[config.mk]
export PLATFORM = sky130hd
export DESIGN_NAME = cache_req_bridge
export DESIGN_NICKNAME = d
export VERILOG_FILES = /design/src/rtl/cache_pkg.sv /design/src/rtl/req_fifo.sv /design/src/rtl/cache_req_bridge.sv
export SDC_FILE = /design/constraint.sdc
export NUM_CORES = 1
export LEC_CHECK = 0
export ABC_AREA = 1
export BUFFER_PORTS_ARGS = -buffer_cell sky130_fd_sc_hd__buf_2
export CAP_MARGIN = 15
export CORE_UTILIZATION = 45
export CTS_CLUSTER_DIAMETER = 200
export CTS_CLUSTER_SIZE = 30
export DETAILED_ROUTE_END_ITERATION = 7
export PLACE_DENSITY_LB_ADDON = 0.25
export SLEW_MARGIN = 10
export SYNTH_ARGS = -nofsm -noshare
export SYNTH_HDL_FRONTEND = slang
export SYNTH_SLANG_ARGS = --single-unit
[constraint.sdc]
create_clock -name clk -period 1.95 [get_ports clk]
set_input_delay 0.39 -clock clk [delete_from_list [all_inputs] [get_ports clk]]
set_output_delay 0.39 -clock clk [all_outputs]
set_load 0.02 [all_outputs]
[src/rtl/cache_pkg.sv]
// ---------------------------------------------------------------------------
// cache_pkg
// Shared types for the cache request bridge.
//   CACHE_WIDTH / CACHE_RAM_DEPTH : default data width and address space of
//                                   the cache port; the request entry below
//                                   is sized from them.
//   cache_req_t                   : one queued request (we, addr, data).
//   bridge_state_t                : bridge FSM states.
// ---------------------------------------------------------------------------
package cache_pkg;

  localparam int CACHE_WIDTH     = 8;
  localparam int CACHE_RAM_DEPTH = 256;
  localparam int CACHE_AW        = $clog2(CACHE_RAM_DEPTH);

  typedef struct packed {
    logic                   we;
    logic [CACHE_AW-1:0]    addr;
    logic [CACHE_WIDTH-1:0] data;
  } cache_req_t;

  typedef enum logic [1:0] {
    IDLE  = 2'd0,
    ISSUE = 2'd1,
    RESP  = 2'd2
  } bridge_state_t;

endpackage

[src/rtl/req_fifo.sv]
// ---------------------------------------------------------------------------
// req_fifo
// Synchronous FIFO of cache_req_t entries with a combinational head view.
// Ports:
//   clk      : clock
//   rst      : synchronous active-low reset (flushes the FIFO)
//   push_i   : write din_i (ignored when full, even if popping this cycle)
//   din_i    : entry to enqueue
//   pop_i    : discard the head entry (ignored when empty)
//   dout_o   : current head entry
//   full_o   : no free slot
//   empty_o  : no valid entry
// ---------------------------------------------------------------------------
module req_fifo
  import cache_pkg::*;
#(
  parameter int DEPTH = 4
) (
  input  logic       clk,
  input  logic       rst,
  input  logic       push_i,
  input  cache_req_t din_i,
  input  logic       pop_i,
  output cache_req_t dout_o,
  output logic       full_o,
  output logic       empty_o
);

  localparam int PW = $clog2(DEPTH);

  cache_req_t mem_q [DEPTH];
  logic [PW:0] wr_ptr_q, wr_ptr_d;
  logic [PW:0] rd_ptr_q, rd_ptr_d;
  logic        do_push;
  logic        do_pop;

  // Extra MSB on the pointers distinguishes full from empty; wrap is natural.
  assign empty_o = (wr_ptr_q == rd_ptr_q);
  assign full_o  = (wr_ptr_q[PW] != rd_ptr_q[PW]) &&
                   (wr_ptr_q[PW-1:0] == rd_ptr_q[PW-1:0]);

  assign do_push = push_i && !full_o;
  assign do_pop  = pop_i && !empty_o;

  assign wr_ptr_d = wr_ptr_q + (PW+1)'(do_push);
  assign rd_ptr_d = rd_ptr_q + (PW+1)'(do_pop);

  // The head is registered into the issue registers by the consumer, so a
  // combinational read of this small array keeps the one-cycle latency.
  assign dout_o = mem_q[rd_ptr_q[PW-1:0]];

  always_ff @(posedge clk) begin
    if (do_push) begin
      mem_q[wr_ptr_q[PW-1:0]] <= din_i;
    end
  end

  always_ff @(posedge clk) begin
    if (!rst) begin
      wr_ptr_q <= '0;
      rd_ptr_q <= '0;
    end else begin
      wr_ptr_q <= wr_ptr_d;
      rd_ptr_q <= rd_ptr_d;
    end
  end

endmodule

[src/rtl/cache_req_bridge.sv]
// ---------------------------------------------------------------------------
// cache_req_bridge
// Queues requests from a valid/ready stream, issues them one at a time to the
// cache CPU-side port (level-held we/re until a done pulse or a timeout) and
// returns one response per request, in order, on a valid/ready stream.
// Ports:
//   clk, rst                  : clock, synchronous active-low reset
//   req_valid/req_ready       : request handshake (ready = FIFO not full)
//   req_we/req_addr/req_data  : request payload
//   rsp_valid/rsp_ready       : response handshake (held until accepted)
//   rsp_is_write/rsp_data/rsp_err : response payload (err = timed out)
//   we/re/addr/data_in        : cache command, held until done
//   done/data_out             : cache completion pulse and read data
//   timeout_seen              : sticky timeout flag, cleared by reset only
// The queue entry type is sized from the cache_pkg constants; retarget those
// together with WIDTH/RAM_DEPTH.
// ---------------------------------------------------------------------------
module cache_req_bridge
  import cache_pkg::*;
#(
  parameter int  WIDTH          = CACHE_WIDTH,
  parameter int  RAM_DEPTH      = CACHE_RAM_DEPTH,
  parameter int  REQ_DEPTH      = 4,
  parameter int  TIMEOUT_CYCLES = 64,
  localparam int AW             = $clog2(RAM_DEPTH)
) (
  input  logic             clk,
  input  logic             rst,
  input  logic             req_valid,
  output logic             req_ready,
  input  logic             req_we,
  input  logic [AW-1:0]    req_addr,
  input  logic [WIDTH-1:0] req_data,
  output logic             rsp_valid,
  input  logic             rsp_ready,
  output logic             rsp_is_write,
  output logic [WIDTH-1:0] rsp_data,
  output logic             rsp_err,
  output logic             we,
  output logic             re,
  output logic [AW-1:0]    addr,
  output logic [WIDTH-1:0] data_in,
  input  logic             done,
  input  logic [WIDTH-1:0] data_out,
  output logic             timeout_seen
);

  localparam int TW = $clog2(TIMEOUT_CYCLES + 1);

  bridge_state_t    state_q;
  logic             we_q, re_q;
  logic [AW-1:0]    addr_q;
  logic [WIDTH-1:0] data_in_q;
  logic             rsp_valid_q, rsp_is_write_q, rsp_err_q;
  logic [WIDTH-1:0] rsp_data_q;
  logic             timeout_seen_q;
  logic [TW-1:0]    tcnt_q;

  cache_req_t fifo_din;
  cache_req_t fifo_head;
  logic       fifo_full, fifo_empty, fifo_push, fifo_pop;
  logic       timeout_hit;

  // Gated with rst so the stream sees "not ready" for the whole reset window.
  assign req_ready = rst && !fifo_full;
  assign fifo_push = req_valid && req_ready;
  assign fifo_din  = {req_we, req_addr, req_data};
  assign fifo_pop  = (state_q == IDLE) && !fifo_empty;

  req_fifo #(
    .DEPTH (REQ_DEPTH)
  ) u_fifo (
    .clk     (clk),
    .rst     (rst),
    .push_i  (fifo_push),
    .din_i   (fifo_din),
    .pop_i   (fifo_pop),
    .dout_o  (fifo_head),
    .full_o  (fifo_full),
    .empty_o (fifo_empty)
  );

  assign timeout_hit = (tcnt_q == TW'(TIMEOUT_CYCLES - 1));

  always_ff @(posedge clk) begin
    if (!rst) begin
      state_q        <= IDLE;
      we_q           <= 1'b0;
      re_q           <= 1'b0;
      addr_q         <= '0;
      data_in_q      <= '0;
      rsp_valid_q    <= 1'b0;
      rsp_is_write_q <= 1'b0;
      rsp_data_q     <= '0;
      rsp_err_q      <= 1'b0;
      timeout_seen_q <= 1'b0;
      tcnt_q         <= '0;
    end else begin
      case (state_q)
        IDLE: begin
          if (!fifo_empty) begin
            state_q   <= ISSUE;
            addr_q    <= fifo_head.addr;
            data_in_q <= fifo_head.we ? fifo_head.data : '0;
            we_q      <= fifo_head.we;
            re_q      <= !fifo_head.we;
            tcnt_q    <= '0;
          end
        end
        ISSUE: begin
          // done is checked first so a completion on the last allowed cycle
          // still returns good data.
          if (done) begin
            state_q        <= RESP;
            we_q           <= 1'b0;
            re_q           <= 1'b0;
            rsp_valid_q    <= 1'b1;
            rsp_is_write_q <= we_q;
            rsp_data_q     <= we_q ? '0 : data_out;
            rsp_err_q      <= 1'b0;
          end else if (timeout_hit) begin
            state_q        <= RESP;
            we_q           <= 1'b0;
            re_q           <= 1'b0;
            rsp_valid_q    <= 1'b1;
            rsp_is_write_q <= we_q;
            rsp_data_q     <= '0;
            rsp_err_q      <= 1'b1;
            timeout_seen_q <= 1'b1;
          end else begin
            tcnt_q <= tcnt_q + TW'(1);
          end
        end
        RESP: begin
          if (rsp_ready) begin
            state_q     <= IDLE;
            rsp_valid_q <= 1'b0;
          end
        end
        default: state_q <= IDLE;
      endcase
    end
  end

  assign we           = we_q;
  assign re           = re_q;
  assign addr         = addr_q;
  assign data_in      = data_in_q;
  assign rsp_valid    = rsp_valid_q;
  assign rsp_is_write = rsp_is_write_q;
  assign rsp_data     = rsp_data_q;
  assign rsp_err      = rsp_err_q;
  assign timeout_seen = timeout_seen_q;

endmodule

Yosys cells after proc, flatten, opt, wreduce, memory -nomap -nowiden. Memory sizes are Yosys's and may differ from the RTL's. A register that Yosys moved wholly into a read port is not among the register bits. Cells that the tools add are included.

Eq/ne operators: 11. Bitwise operators: 2. $add $sub $neg: 3. Reductions and logical operators: 20. Mux-type cells: 29.

Operators by type and width (count): two-way mux 8 bit (4); two-way mux 7 bit (3); case mux 7 bit (2 select lines) (1); two-way mux 1 bit (12); AND reduction 3 bit (4); two-way mux 2 bit (5); inequality test 2 bit (second input constant) (4); adder 7 x 1 -> 7 bit (second input constant) (1); == test 7 x 6 -> 1 bit (second input constant) (1); adder 3 x 1 -> 3 bit (2); logical AND 1 bit (6); case mux 1 bit (2 select lines) (3); case mux 2 bit (3 select lines) (1); nonzero test 2 bit (3); AND reduction 2 bit (2); AND reduction 4 bit (1); == test 3 bit (1); logical NOT 1 bit (3); inequality test 3 bit (second input constant) (1); == test 2 x 1 -> 1 bit (second input constant) (1); == test 2 bit (1); == test 2 bit (second input constant) (1); logical NOT 2 bit (1); inverter 1 bit (2); inequality test 1 bit (1).

Memories: 1. Bits in writable memories: 68. Output and inout port bits: 31. Input bits: 30. Flip-flop bits (word level): 45.

Memories: u_fifo.mem_q (words 4, width 17, rd ports 1, clocked after memory_dff 1, wr ports 1, RTL line req_fifo.sv:31) `cache_req_t mem_q [DEPTH];`.

Longest topological paths before layout. Gate-level depths: netlist of run 1.

Depth in word-level cells: 8. Depth in mapped cells: 13. Mapped depth without buffers: 12.

By module. Synthesis of run 1 repeated with hierarchy kept, for this count alone.

Cell total of the unflattened synthesis: 434. Area, all modules: 4521.8 µm².

By module, submodules not included: req_fifo (times used 1, cells an instance 220, area an instance 2906.5 µm²); cache_req_bridge (times used 1, cells an instance 214, area an instance 1615.3 µm²).

Worst setup path after synthesis of run 1. OpenSTA, ideal clock, no wires.

Kind: register to register. Start: register u_fifo.rd_ptr_q[1]. End: memory u_fifo.mem_q[0][0] (netlist bit), enable pin. Arrival time: 1.791 ns. Library setup time: 0.391 ns. Path buffers: 1. Stages on the path, launching flop included: 10. Slack: -0.232 ns. Path through: dfxtp_1 > buf_6 > inv_6 > nand2_1 > nand2_1 > nand4_1 > nand2_1 > inv_1 > nand2_1 > nor2_1.

Word-level cells in the longest chain between the ends: 8.

Ends and longest elaborated chain: from (decl) (RTL line req_fifo.sv:33) `logic [PW:0] rd_ptr_q, rd_ptr_d;`; from (signal assigned) (RTL line req_fifo.sv:64) `rd_ptr_q <= rd_ptr_d;`; == test 2 bit (RTL line req_fifo.sv:40) `(wr_ptr_q[PW-1:0] == rd_ptr_q[PW-1:0]);`; logical AND 1 bit (RTL line req_fifo.sv:39) `assign full_o = (wr_ptr_q[PW] != rd_ptr_q[PW]) &&`; logical NOT 1 bit (RTL line cache_req_bridge.sv:65) `assign req_ready = rst && !fifo_full;`; logical AND 1 bit (RTL line cache_req_bridge.sv:65); via req_ready (RTL line cache_req_bridge.sv:30) `output logic req_ready,`; logical AND 1 bit (RTL line cache_req_bridge.sv:66) `assign fifo_push = req_valid && req_ready;`; logical AND 1 bit (RTL line req_fifo.sv:42) `assign do_push = push_i && !full_o;`; two-way mux 1 bit (RTL line req_fifo.sv:53) `if (do_push) begin`; two-way mux 1 bit (implied by the code) (RTL line req_fifo.sv:54) `mem_q[wr_ptr_q[PW-1:0]] <= din_i;`; to (decl) (RTL line req_fifo.sv:31).

The timed path passes the listed nets, and every way through them passes these cells.

Worst setup path after layout of run 1.
Start: register u_fifo.wr_ptr_q[1]. End: output port req_ready.

Word-level cells in the longest chain between the ends: 4.

Ends and longest elaborated chain: from (decl) (RTL line req_fifo.sv:32) `logic [PW:0] wr_ptr_q, wr_ptr_d;`; from (signal assigned) (RTL line req_fifo.sv:63) `wr_ptr_q <= wr_ptr_d;`; == test 2 bit (RTL line req_fifo.sv:40); logical AND 1 bit (RTL line req_fifo.sv:39); logical NOT 1 bit (RTL line cache_req_bridge.sv:65); logical AND 1 bit (RTL line cache_req_bridge.sv:65); to (decl) (RTL line cache_req_bridge.sv:30).

No other way between the ends.

==> results.tsv, run 1 <==
metric	value	unit
outcome	finished clean	
synth_top_area_cell	edfxtp_1	
ys_ff_latch	113	
start_util	0.460	
gp_congestion	0.795	
hold_viol_final	0	
hold_buffers	0	
grt_max_degree	33	
crit_type	reg2out	
grt_pass1_wl	15200	um
finalWirelength	9230	um
finalWorstPathRequiredPeriod	1.83	ns
p_per_area	1500	nW/um2
irDropWorstVdd	733	uV
post_cts_buffers	0	
syn_nets	471	
cp_slowest_cell	dfxtp_4	
grt_antenna_before_repair	0	
path_clk_slew	0.06	ns
cts_made_buffers	17	
fp-row-count	36	
worst_pin_slew	0.448	ns
ant_nets	0	
h-tree-depth	4	
drv_slew	0	
slew_headroom	0.700	
drt-initial-drc-count	197	
fin_nets	547	
synth_ff_type	edfxtp_1	
period_share	0.938	
clock-sinks	113	
yosys-top-cells-count	nor2_1, nand2_1, edfxtp_1	
fin_worst_skew	0.00797	ns
timing.fmax	0.547	GHz
cp_max_fo	5	
cts_tree	built	
final-setup-viol-count	0	
synth_edf_count	68	
design.die.area	10400	um2
critical-path-max-stage-delay	0.36	ns
synth_most_common_cell	nor2_1	
vias_per_cell	4.96	
cts.repair.resized	0	
synth_cell_types	30	
cts-root-buf	clkbuf_8	
drc	0	
p_leak	2.28	nW
drive_gt1_frac	0.232	
hold_slack	0.0870	ns
min_path_type	in2reg	
place.port_buffers	60	
first_pass_iters	6	
grt_usage	0.200	
die_w	102	um
async_flop_share	0	
synth_area_leaders	edfxtp_1, dfxtp_1, nor2_1, nand2_1, o21ai_0	
critPathRequiredTime	1.56	ns
grt_setup_unrepaired	false	
path_cells	inv_1, nand2_1, nand2_2, nand4_1, nand2_1, inv_1, clkbuf_4	
yosysSeqAreaShare	0.657	
die_h	102	um
wire_per_inst	14.0	um
rrSetupSlack	0.27	ns
synth_top_area_share	0.456	
area_growth	24.5	%
yosys_warnings	0	
clock_latency	0.51	ns
arrival	1.44	ns
synth_area	4480	um2
grt_pass1_vias	3126	
vias	3264	
overflow	0	
startpoint_type	register	
netlist_instances	436	
clock_tree.buffer_depth	2	
antennaDiodeCount	0	
num_io_pins	61	
cap_violations	0	
dpl.hpwl	5840	um
core	9730	um2
utilization	0.573	
worst_setup_path_end_kind	primary output	
synth.avg_cell_area	10.3	um2
metrics by stage:
| step | instance area (um2) | total power [mW] | setup WS [ns] | setup TNS [ns] | std cells |
|---|---|---|---|---|---|
| after floorplan | 4480 | 4.69 | -0.232 | -15.75 | 436 |
| after global placement | 4960 | 5.25 | 0.259 | 0 | 626 |
| after detailed placement | 4960 | 5.29 | 0.283 | 0 | 626 |
| after CTS | 5560 | 8.44 | 0.0197 | 0 | 658 |
| after global routing | 5570 | 8.87 | 0.00156 | 0 | 658 |
| final | 5570 | 8.39 | 0.122 | 0 | 658 |
cell families (layout without fill, tap and decap cells):
kind of cell,Yosys count,count (layout),synth area share
and+or+nand+nor,187,187,0.174
DFF,113,113,0.657
AOI/OAI and AO/OA,82,82,0.0964
buffers and inverters,46,135,0.0511
adders and majority gates,5,5,0.0140
xor gates and xnor gates,3,3,0.00755
sequential cells by signal (all words and copies together), names as in the netlist:
signal,flops
u_fifo.mem_q,68
addr,8
data_in,8
rsp_data,8
tcnt_q,7
u_fifo.rd_ptr_q,3
u_fifo.wr_ptr_q,3
state_q,2
re,1
rsp_err,1
rsp_is_write,1
rsp_valid,1
timeout_seen,1
we,1
cell usage in the layout (no fill, tap or decap), types with 2 or more instances in the layout:
master,n
nor2_1,88
nand2_1,71
edfxtp_1,68
buf_2,59
o21ai_0,48
dfxtp_1,42
inv_1,23
a21oi_1,19
nand3_1,17
clkbuf_16,16
buf_4,14
o22ai_1,8
ha_1,5
clkinv_2,4
bufinv_16,4
nand2_4,3
nand4_1,3
o21ai_1,3
clkinvlp_4,3
inv_6,2
inv_4,2
nor2_4,2
o211ai_1,2
xnor2_1,2
clkinv_4,2
dfxtp_2,2
power by group:
part / total [mW] / switching, mW / internal [mW] / leakage (nW)
clock: 3.14 / 1.07 / 2.07 / 0.291
sequential: 2.97 / 0.159 / 2.81 / 0.987
combinational: 2.28 / 1.55 / 0.733 / 1.00
total: 8.39 / 2.77 / 5.61 / 2.28
worst max-delay path: cells and delay by family (launching register included):
family / cells / cell delay (ns)
AND/OR/NAND/NOR: 4 / 0.29
flip-flops: 1 / 0.36
buffers and inverters: 3 / 0.29
metal layers:
layer  share of wire  GRT usage
met1            0.46      0.253
met2            0.47      0.322
met3           0.047     0.0559
met4           0.017     0.0858
met5               0          0
final timing paths:
kind / from / end / cells past startpoint
setup / recovery: u_fifo.wr_ptr_q[1]$_SDFF_PN0_ / req_ready / 7
hold / removal: req_data[3] / u_fifo.mem_q[1][3]$_DFFE_PP_ / 1
setup reg to reg: tcnt_q[0]$_SDFFE_PN0P_ / rsp_data[1]$_SDFFE_PN0P_ / 9
hold reg to reg: timeout_seen$_SDFFE_PN0P_ / timeout_seen$_SDFFE_PN0P_ / 2
area by class of cell:
class	instances	area, um2
inverters	28	115
fillers	864	4160
well taps	133	166
clock inverters	14	189
clock buffers	18	418
flip-flops and latches	113	2950
repair buffers	75	428
multi-input cells	277	1310
Note: power is estimated with default switching activity, not from simulation.
==> run 2: changes to the inputs <==
==> constraint.sdc (replaced) <==
create_clock -name clk -period 1.95 [get_ports clk]
set_input_delay 0.39 -clock clk [delete_from_list [all_inputs] [get_ports clk]]
set_output_delay 0.39 -clock clk [all_outputs]
set_load 0.01 [all_outputs]
==> run 2 against run 1 <==
  * Wire length is 0.40% lower
  * Flip-flop and latch count stayed put
  * Combinational power is 8% lower
  * First-iteration DRC count is 21% lower
  * Critical path depth down 2
  * Global-route usage shrank 0.24 points
  * Sequential power barely moved
  * Setup slack improved by 0.00091 ns
  * Highest routed layer unchanged
  * Clock skew about the same
  * Critical endpoint unchanged
  * Critical path type unchanged
  * Worst hold slack better by 0.0048 ns
  * Clock power decreased by 2%
  * Count of clock-buffer cells in the layout up 5
==> results.tsv, run 2 (synthesis results as in run 1) <==
metric	value	unit	change
cts_tree	built		
finalWirelength	9190	um	-0.40%
period_share	0.937		about the same
arrival	1.44	ns	about the same
cp_slowest_cell	dfxtp_1		
drive_gt1_frac	0.227		-0.00571
area_growth	24.3	%	
post_cts_buffers	0		unchanged
hold_depth	1		unchanged
p_per_area	1470	nW/um2	-2.4%
worst_setup_path_end_kind	primary output		
cp_max_fo	5		unchanged
clock-sinks	113		unchanged
drt-initial-drc-count	155		-21%
reg2reg_depth	9		unchanged
rrSetupSlack	0.27	ns	about the same
hold_slack	0.0918	ns	+0.00484 ns
min_path_type	in2reg		
hold_viol_final	0		unchanged
fin_worst_skew	0.00815	ns	+0.000186 ns
cts-root-buf	clkbuf_8		
fillCellCount	878		+1.6%
dpl.hpwl	5910	um	+1.2%
vias	3237		-0.83%
timing.fmax	0.547	GHz	about the same
first_pass_iters	4		-2
fp-row-count	36		unchanged
wl_met2	4520	um	+4.0%
overflow	0		unchanged
grt_pass1_vias	3071		-1.8%
crit_type	reg2out		
final-seq-area	2950	um2	about the same
ant_nets	0		unchanged
final-setup-viol-count	0		unchanged
r2r-start	tcnt_q[0]$_SDFFE_PN0P_		
antennaDiodeCount	0		unchanged
worst_pin_slew	0.472	ns	+0.0243 ns
clock_tree.buffer_depth	2		unchanged
drc	0		unchanged
gp_congestion	0.765		-3.8%
design.die.area	10400	um2	unchanged
path_cells	xnor2_2, nand4_1, nand2_1, inv_1, buf_2		
top_layer	met4		
place.port_buffers	60		unchanged
start_util	0.460		unchanged
h-tree-depth	4		unchanged
grt_antenna_before_repair	0		unchanged
finalWorstPathRequiredPeriod	1.83	ns	-0.000905 ns
critPathRequiredTime	1.56	ns	about the same
drv_slew	0		unchanged
layout_common_cells	nor2_1, nand2_1, edfxtp_1, buf_2, o21ai_0		
clock_latency	0.51	ns	about the same
die_w	102	um	unchanged
hold_path_startpoint	req_data[5]		
outcome	finished clean		
layout_commonest_cell	nor2_1		
path_clk_slew	0.05	ns	about the same
slew_headroom	0.683		-0.0171
grt_max_degree	33		unchanged
irDropWorstVdd	600	uV	-18%
grt_usage	0.197		-0.00239
wl_met3	490	um	+14%
grt_pass1_wl	14900	um	-1.8%
critical-path-max-stage-delay	0.44	ns	+0.08 ns
core	9730	um2	unchanged
p_leak	2.27	nW	-0.41%
startpoint_type	register		
met1_length	4060	um	-5.3%
cap_violations	0		unchanged
multi_input_area	1310	um2	-0.19%
utilization	0.572		-0.000901
grt_setup_unrepaired	false		
die_h	102	um	unchanged
wire_per_inst	14.0	um	-0.40%
num_io_pins	61		unchanged
fin_nets	547		unchanged
worstReg2RegEnd	rsp_data[2]$_SDFFE_PN0P_		
vias_per_cell	4.92		-0.83%
largest_reg_flops	68		unchanged
cts_made_buffers	17		unchanged
min_to	u_fifo.mem_q[2][5]$_DFFE_PP_		
[run 2: cell count changes in the layout (fill, tap and decap cells not counted), sizes merged]
cell	previous run	this run
clkbuf	19	23
clkinv	7	3
buf	74	75
bufinv	4	3
clkinvlp	3	4
inv	28	27
[run 2: worst max path at each step]
| stage | end | slack, ns | depth (start not counted) | from |
|---|---|---|---|---|
| after floorplan | u_fifo.mem_q[0][0]$_DFFE_PP_ | -0.15 | 9 | u_fifo.rd_ptr_q[1]$_SDFF_PN0_ |
| after CTS | req_ready | 0.04 | 7 | u_fifo.wr_ptr_q[1]$_SDFF_PN0_ |
| after global placement | u_fifo.wr_ptr_q[2]$_SDFF_PN0_ | 0.27 | 10 | u_fifo.rd_ptr_q[0]$_SDFF_PN0_ |
| after detailed placement | u_fifo.wr_ptr_q[2]$_SDFF_PN0_ | 0.21 | 10 | u_fifo.rd_ptr_q[0]$_SDFF_PN0_ |
| final | req_ready | 0.12 | 5 | u_fifo.wr_ptr_q[0]$_SDFF_PN0_ |
| after global routing | req_ready | 0.01 | 7 | u_fifo.wr_ptr_q[1]$_SDFF_PN0_ |
[run 2: final cells by class]
cell class / count / share of cell area
inverters: 28 / 0.0207
repair buffers: 75 / 0.0764
clock inverters: 9 / 0.0232
multi-input cells: 277 / 0.235
flip-flops and latches: 113 / 0.529
well taps: 133 / 0.0299
clock buffers: 23 / 0.0857
[run 2: per-layer routing]
layer	vias up	global-route usage
li1	1629	-
met1	1497	0.238
met2	100	0.332
met3	11	0.0552
met4	0	0.0847
met5	-	0
[run 2: repair_timing]
action	in CTS	in global routing
endpoints found under the setup margin	1	1
hold buffers	0	0
resized for setup	1	2
[run 2: critical path: cells and delay by family, from the launching register on]
kind / cells / cell delay [ns]
xor gates and xnor gates: 1 / 0.15
DFF: 1 / 0.44
and+or+nand+nor: 2 / 0.17
buffers and inverters: 2 / 0.18
[run 2: per-stage QoR]
stage	area, um2	TNS (ns)	total power, mW	worst slack [ns]	instances
finish	5570	0	8.18	0.123	658
detailed placement	4960	0	5.12	0.208	626
global route	5570	0	8.67	0.0102	658
floorplan	4480	-9.94	4.54	-0.146	436
global placement	4960	0	5.09	0.271	626
CTS	5560	0	8.25	0.0395	658
[run 2: report_power, final]
part           switching [mW]  total, mW  leakage (nW)  internal, mW
sequential              0.169       2.99         0.986          2.82
combinational            1.38       2.10         0.997         0.724
clock                    1.02       3.09         0.284          2.07
==> run 3: changes to the inputs <==
--- a/config.mk
+++ b/config.mk
@@ -6,7 +6,7 @@
 export NUM_CORES = 1
 export LEC_CHECK = 0
 export ABC_AREA = 1
-export BUFFER_PORTS_ARGS = -buffer_cell sky130_fd_sc_hd__buf_2
+export BUFFER_PORTS_ARGS = -buffer_cell sky130_fd_sc_hd__buf_4
 export CAP_MARGIN = 15
 export CORE_UTILIZATION = 45
 export CTS_CLUSTER_DIAMETER = 200
==> run 3 against run 2 <==
  * Critical path depth did not move
  * Register-to-register slack got worse by 0.02 ns
  * Die area did not move
  * Setup slack improved by 0.018 ns
  * Non-clock buffer count rose by 3
  * Combinational power rose by 7%
  * Clock power fell by 6%
  * Flip-flop and latch count did not move
  * Sequential power barely moved
  * Global-route usage rose by 0.10 points
  * Via count rose by 2.2%
  * Maximum frequency rose by 1.0%
  * Largest power group is now registers
==> results.tsv, run 3 (synthesis results as in run 1) <==
metric	value	unit	change
hold_buffers	0		unchanged
p_per_area	1420	nW/um2	-3.0%
grt_antenna_before_repair	0		unchanged
startpoint_type	register		
p_leak	2.31	nW	+1.8%
finalWirelength	9220	um	+0.28%
grt_setup_unrepaired	false		
drv_slew	0		unchanged
antennaDiodeCount	0		unchanged
layout_commonest_cell	nor2_1		
fp-row-count	36		unchanged
die_h	102	um	unchanged
cts-root-buf	clkbuf_8		
timing.fmax	0.553	GHz	+1.0%
cts_made_buffers	17		unchanged
path_clk_slew	0.06	ns	about the same
grt_pass1_wl	15100	um	+1.1%
cp_max_fo	4		-1
post_cts_buffers	0		unchanged
worst_pin_slew	0.465	ns	-0.00749 ns
critPathRequiredTime	1.56	ns	about the same
die_w	102	um	unchanged
period_share	0.928		-0.00945
fillCellCount	830		-5.5%
num_io_pins	61		unchanged
core	9730	um2	unchanged
slew_headroom	0.688		+0.00503
fin_nets	550		+0.55%
start_util	0.460		unchanged
wire_per_inst	13.9	um	-0.17%
drc	0		unchanged
grt_usage	0.198		+0.00101
fin_worst_skew	0.00899	ns	+0.000842 ns
utilization	0.586		+0.0138
area_growth	27.3	%	
drive_gt1_frac	0.229		+0.00250
drt-initial-drc-count	216		+39%
clock-sinks	113		unchanged
ant_nets	0		unchanged
clock_tree.buffer_depth	2		unchanged
min_path_type	in2reg		
cts.repair.resized	0		-1
largest_reg_flops	68		unchanged
grt_pass1_vias	3131		+2.0%
vias_per_cell	5.00		+1.7%
layout_common_cells	nor2_1, buf_4, nand2_1, edfxtp_1, o21ai_0		
clock_latency	0.51	ns	about the same
final-setup-viol-count	0		unchanged
irDropWorstVdd	586	uV	-2.4%
design.die.area	10400	um2	unchanged
cts_tree	built		
vias	3307		+2.2%
h-tree-depth	4		unchanged
grt_max_degree	33		unchanged
place.port_buffers	60		unchanged
hold_viol_final	0		unchanged
overflow	0		unchanged
worst_setup_path_end_kind	primary output		
dpl.hpwl	6020	um	+2.0%
fin_total_pwr	8.12	mW	-0.69%
crit_type	reg2out		
gp_congestion	0.799		+4.4%
outcome	finished clean		
finalWorstPathRequiredPeriod	1.81	ns	-0.0184 ns
arrival	1.42	ns	-0.02 ns
first_pass_iters	4		unchanged
cap_violations	0		unchanged
[run 3: cell types whose count changed in the layout (fill, tap and decap cells not counted), sizes merged]
cell,delta
buf,+3
clkinv,+2
clkbuf,+4
bufinv,-2
clkinvlp,-4
[run 3: final timing paths]
| check | to | slack (ns) | from | cells past startpoint |
|---|---|---|---|---|
| worst max-delay path | req_ready | 0.14 | u_fifo.rd_ptr_q[0]$_SDFF_PN0_ | 5 |
| worst min-delay path | u_fifo.mem_q[1][1]$_DFFE_PP_ | 0.07 | req_data[1] | 1 |
| worst max register to register | u_fifo.wr_ptr_q[2]$_SDFF_PN0_ | 0.25 | u_fifo.rd_ptr_q[0]$_SDFF_PN0_ | 10 |
| worst min register to register | tcnt_q[6]$_SDFFE_PN0P_ | 0.44 | tcnt_q[6]$_SDFFE_PN0P_ | 2 |
[run 3: layout make-up]
cell class | instances | area (um2) | share of cell area
clock inverter | 5 | 50.0 | 0.00878
multi-input combinational | 277 | 1310 | 0.230
timing repair buffer | 78 | 598 | 0.105
tap | 133 | 166 | 0.0292
sequential | 113 | 2950 | 0.517
inverter | 28 | 115 | 0.0202
clock buffer | 27 | 514 | 0.0902
[run 3: report_power, final]
| part | internal (mW) | switching, mW | total (mW) | leakage (nW) |
|---|---|---|---|---|
| registers | 2.82 | 0.174 | 2.99 | 0.986 |
| clock network | 1.90 | 0.988 | 2.89 | 0.280 |
| logic | 0.866 | 1.38 | 2.24 | 1.04 |
| total | 5.58 | 2.54 | 8.12 | 2.31 |
[run 3: through the flow]
| stage | hold WS (ns) | std cells | worst slack [ns] | instance area [um2] | setup TNS [ns] |
|---|---|---|---|---|---|
| final | 0.0725 | 661 | 0.141 | 5700 | 0 |
| after global routing | 0.0567 | 661 | 0.0135 | 5700 | 0 |
| after CTS | 0.0608 | 661 | 0.0516 | 5690 | 0 |
| after detailed placement | 0.429 | 629 | 0.275 | 5130 | 0 |
| after global placement | 0.425 | 629 | 0.282 | 5130 | 0 |
| after floorplan | 0.412 | 436 | -0.146 | 4480 | -9.94 |
[run 3: per-layer routing]
layer,part of all wire,track usage,vias to the layer above
li1,-,-,1634
met2,0.48,0.332,105
met1,0.44,0.242,1559
met5,0,0,-
met3,0.063,0.0649,9
met4,0.0092,0.0680,0
[run 3: worst max-delay path: stages (launching register included)]
cell and delay (ns):
dfxtp_1 0.40, xnor2_2 0.15, nand4_1 0.10, nand2_1 0.07, inv_1 0.05, buf_4 0.14
